--- config.mk ---
export PLATFORM = sky130hd
export DESIGN_NAME = mips_seq_shifter
export DESIGN_NICKNAME = d
export VERILOG_FILES = /design/src/rtl/mips_shift_pkg.sv /design/src/rtl/shift_step.sv /design/src/rtl/mips_seq_shifter.sv
export SDC_FILE = /design/constraint.sdc
export NUM_CORES = 1
export LEC_CHECK = 0
export ABC_CLOCK_PERIOD_IN_PS = 4500
export CORE_UTILIZATION = 53
export DETAILED_ROUTE_END_ITERATION = 6
export GPL_ROUTABILITY_DRIVEN = 0
export PLACE_DENSITY = 0.86
export SYNTH_ARGS = -nofsm -noshare
export SYNTH_HDL_FRONTEND = slang
export SYNTH_HIERARCHICAL = 1
export SYNTH_SLANG_ARGS = --single-unit
--- constraint.sdc ---
create_clock -name clk -period 4.5 [get_ports clk]
set_input_delay 0.9 -clock clk [delete_from_list [all_inputs] [get_ports clk]]
set_output_delay 0.9 -clock clk [all_outputs]
set_load 0.005 [all_outputs]
--- src/rtl/mips_shift_pkg.sv ---
// Shared definitions for the iterative MIPS shift unit.
// Holds datapath defaults, shift op encodings and the FSM state type.
package mips_shift_pkg;

    localparam int DEF_WIDTH   = 32;
    localparam int DEF_SHAMT_W = 5;

    localparam logic [1:0] OP_SLL  = 2'b00;
    localparam logic [1:0] OP_SRL  = 2'b01;
    localparam logic [1:0] OP_SRA  = 2'b10;
    localparam logic [1:0] OP_ROTR = 2'b11;

    typedef enum logic [1:0] {
        IDLE  = 2'b00,
        SHIFT = 2'b01,
        DONE  = 2'b10
    } state_t;

endpackage

--- src/rtl/shift_step.sv ---
// Single-bit shift of a word by one position, selected by op.
// Ports: op (shift kind), work (current value), next (value after one step).
module shift_step
    import mips_shift_pkg::*;
#(
    parameter int WIDTH = DEF_WIDTH
) (
    input  logic [1:0]       op,
    input  logic [WIDTH-1:0] work,
    output logic [WIDTH-1:0] next
);

    always_comb begin
        next = work;
        unique case (op)
            OP_SLL:  next = {work[WIDTH-2:0], 1'b0};
            OP_SRL:  next = {1'b0, work[WIDTH-1:1]};
            OP_SRA:  next = {work[WIDTH-1], work[WIDTH-1:1]};
            OP_ROTR: next = {work[0], work[WIDTH-1:1]};
            default: next = work;
        endcase
    end

endmodule

--- src/rtl/mips_seq_shifter.sv ---
// Iterative shifter: SLL/SRL/SRA/ROTR one bit per clock with start/busy/done.
// Ports: clk, rst (sync, active high), start, op, data_in, shamt_in -> busy, done, result.
module mips_seq_shifter
    import mips_shift_pkg::*;
#(
    parameter int WIDTH   = DEF_WIDTH,
    parameter int SHAMT_W = DEF_SHAMT_W
) (
    input  logic             clk,
    input  logic             rst,
    input  logic             start,
    input  logic [1:0]       op,
    input  logic [WIDTH-1:0] data_in,
    input  logic [WIDTH-1:0] shamt_in,
    output logic             busy,
    output logic             done,
    output logic [WIDTH-1:0] result
);

    localparam logic [SHAMT_W-1:0] CNT_ONE  = SHAMT_W'(1);
    localparam logic [SHAMT_W-1:0] CNT_ZERO = '0;

    state_t             state;
    logic [WIDTH-1:0]   work;
    logic [WIDTH-1:0]   step_next;
    logic [1:0]         op_q;
    logic [SHAMT_W-1:0] count;
    logic [SHAMT_W-1:0] amount;

    // Only the low shift-amount bits matter (MIPS semantics).
    assign amount = shamt_in[SHAMT_W-1:0];

    logic unused_shamt_hi;
    assign unused_shamt_hi = ^shamt_in[WIDTH-1:SHAMT_W];

    shift_step #(
        .WIDTH (WIDTH)
    ) u_step (
        .op   (op_q),
        .work (work),
        .next (step_next)
    );

    always_ff @(posedge clk) begin
        if (rst) begin
            state  <= IDLE;
            work   <= '0;
            op_q   <= OP_SLL;
            count  <= '0;
            result <= '0;
            busy   <= 1'b0;
            done   <= 1'b0;
        end else begin
            unique case (state)
                IDLE: begin
                    done <= 1'b0;
                    if (start) begin
                        work  <= data_in;
                        op_q  <= op;
                        count <= amount;
                        busy  <= 1'b1;
                        if (amount == CNT_ZERO) begin
                            // Zero shift goes straight to completion.
                            state  <= DONE;
                            done   <= 1'b1;
                            result <= data_in;
                        end else begin
                            state <= SHIFT;
                        end
                    end
                end
                SHIFT: begin
                    work  <= step_next;
                    count <= count - CNT_ONE;
                    if (count == CNT_ONE) begin
                        // Last step: publish the value being shifted in now.
                        state  <= DONE;
                        done   <= 1'b1;
                        result <= step_next;
                    end
                end
                DONE: begin
                    state <= IDLE;
                    busy  <= 1'b0;
                    done  <= 1'b0;
                end
                default: begin
                    state <= IDLE;
                    busy  <= 1'b0;
                    done  <= 1'b0;
                end
            endcase
        end
    end

endmodule

==> run metrics <==
max cap viols 0; worst setup path endpoint work[6]$_SDFFE_PP0P_; setup TNS 0 ns; fin crit period 2.79 ns; Slew Viols, Final 0; CTS Buffer Depth 2; port bufs 75; clock skew 0.00905 ns; antenna fix cells 0; worst IR drop on VDD 0.000166 V; crit path max-delay cell type nor2b_4; RR Startpoint count[0]$_SDFFE_PP0P_; TritonCTS buffer count 9; crit-path max cell delay 0.72 ns; Die X-Extent 89.1 um; vias in the first global route 2951; routed via count 3179; Syn Std Cell Area 0.00402 mm2; Core Rows 31; combinational share of power 0.247; GRT Util Overall 0.239; Post-Route WL 8930 um; clock sinks 75; Tcrit/Tclk final 0.620; cell count after synthesis 394; DRC Markers 0; synth warn 6; Lkg Pwr 0.00204 uW; relative slew slack 0.174; Critical R2R Capture result[16]$_SDFFE_PP0P_; worst-margin pin slew 1.24 ns; CP Class in -> reg; I/O pin count 103; CP Capture Type flop; drt first pass iters 4; fillers 611; CP arrival 2.97 ns; register area 0.00150 mm2; total grt overflow 0; Synth async-reset ratio 0; Worst Reg-to-Reg Cells 7; Sw Ratio 0.289; Worst Path Required 4.68 ns; syn avg cell area 10.2 um2; Yosys top cell area share 0.373; Critical Path Start Type input port; Yosys reg bits 75; CTS H-tree lvls 3; Cell Int Power 1180 uW; pwr dens 339 mW/mm2; largest cells by area after synthesis dfxtp_1 37%, mux2i_1 16%, a211oi_1 11%, mux2_4 11%, nor3_1 4.2%; fin util 0.669; ys flop type dfxtp_1; clock power share 0.289; HP Start busy$_SDFFE_PP0P_; CTS root buffer clkbuf_8; post-synth cell types 39; postcts setup bufs 0; Via density 5.75; fin cells 553; Area Growth Syn to Fin 21.3%; Sw Pwr 478 uW; DP HPWL 5960 um; clock slew seen by the registers of the worst setup and hold paths 0.08 ns; sequential area share after synthesis 0.373; ANT nets after route 0; Synth Net Count 465; Fin. Hold Viols 0; Buffers & Inverters on Critical Path 2; most common cell after layout, fill and taps aside dfxtp_1; CTS resizes 0; crit path cell chain clkdlybuf4s50_1 > nor2b_4 > buf_4 > mux2i_1 > a211oi_1; Crit. Startpoint start; Multi-input gate area 0.00226 mm2; placed cells 537; status finished clean; Yosys top cell by area dfxtp_1; initial antenna violation count 0; share of layout cells above drive strength 1 0.145; # nets final 520; final setup vio count 0; Post-synth EDFFs 0; largest net degree at the start of global routing 97; worst hold path type reg -> reg; DRT iter0 DRCs 152; Clk Latency, worst-skew pair 0.35 ns; CP max FO 24; Initial Utilization 0.551; WL per Instance 16.1 um; Core ar. 0.00729 mm2; # hold bufs at CTS 0; first-pass GRT wire length 14600 um; largest delay contributor family on the critical path buffers and inverters; Fmax 358 MHz; die area 0.00794 mm2; critical path depth 5; RSZ-0062 raised after global routing no; Die Ht 89.1 um; most frequent cells in the layout 75 x dfxtp_1, 74 x clkdlybuf4s50_1, 65 x mux2i_1; reg2reg setup slack 2.02 ns; CTS tree done; sequential fraction of design power 0.464
==> synth_stat cells, types with 2 or more instances <==
library cell	instances
mux2i_1	65
buf_4	4
clkbuf_1	9
buf_6	10
a21oi_1	6
nor2_1	38
mux2_2	4
a2bb2oi_1	2
a211oi_2	5
nor2b_1	5
nand2_1	10
buf_1	2
buf_2	12
inv_1	2
mux2_4	29
a211oi_1	59
dfxtp_1	75
nand2b_1	2
ha_1	2
nor3_1	34
==> per-layer routing <==
layer  GRT usage  part of all wire  vias up
li1            -                 -     1576
met1       0.322              0.45     1507
met3      0.0489             0.042       18
met4      0.0866             0.021        0
met2       0.381              0.48       78
met5           0                 0        -
==> worst register-to-register path: stages (launching register included) <==
cell and delay [ns]:
dfxtp_1 0.40, ha_1 0.16, or4b_1 0.52, nor2_2 0.12
buf_4 0.35, or2_1 0.40, buf_4 0.28, a211oi_1 0.11
==> kinds of logic (layout without fill, tap and decap cells) <==
family / after synthesis / count (layout) / synth area share
simple gates: 102 / 102 / 0.125
flops: 75 / 75 / 0.373
fa+ha+maj: 2 / 2 / 0.00622
compound gates: 77 / 77 / 0.148
buf+inv: 40 / 100 / 0.0663
mux: 98 / 98 / 0.281
==> power by group through the flow <==
stage	registers (uW)	clock network [uW]	logic [uW]
3_5_place_dp	781	0	405
4_1_cts	766	487	409
5_1_grt	774	520	446
3_3_place_gp	777	0	394
2_1_floorplan	769	0	304
6_report	767	478	408
==> flip-flops by register name, summed over array words and instances (netlist names) <==
signal  cells
busy        1
count       5
done        1
op_q        2
result     32
state       2
work       32
==> final cells by class <==
type	count	share of cell area
multi-input combinational	279	0.464
sequential	75	0.308
timing repair buffer	82	0.164
clock buffer	13	0.0326
tap	99	0.0254
clock inverter	3	0.00462
inverter	2	0.00154
==> how the worst min path moves through the flow <==
stage | end | depth (start not counted)
floorplan | busy$_SDFFE_PP0P_ | 2
global placement | busy$_SDFFE_PP0P_ | 2
detailed placement | busy$_SDFFE_PP0P_ | 2
CTS | busy$_SDFFE_PP0P_ | 2
global route | busy$_SDFFE_PP0P_ | 2
finish | busy$_SDFFE_PP0P_ | 2
==> stage by stage <==
stage	instance area, um2	hold slack [ns]	setup WS (ns)	power [uW]
after floorplan	4020	0.466	2.18	1070
after global placement	4700	0.461	1.42	1170
after detailed placement	4700	0.477	1.36	1190
after CTS	4880	0.490	1.71	1660
after global routing	4880	0.513	1.58	1740
final	4880	0.491	1.71	1650
(Power assumes the default switching activity.)
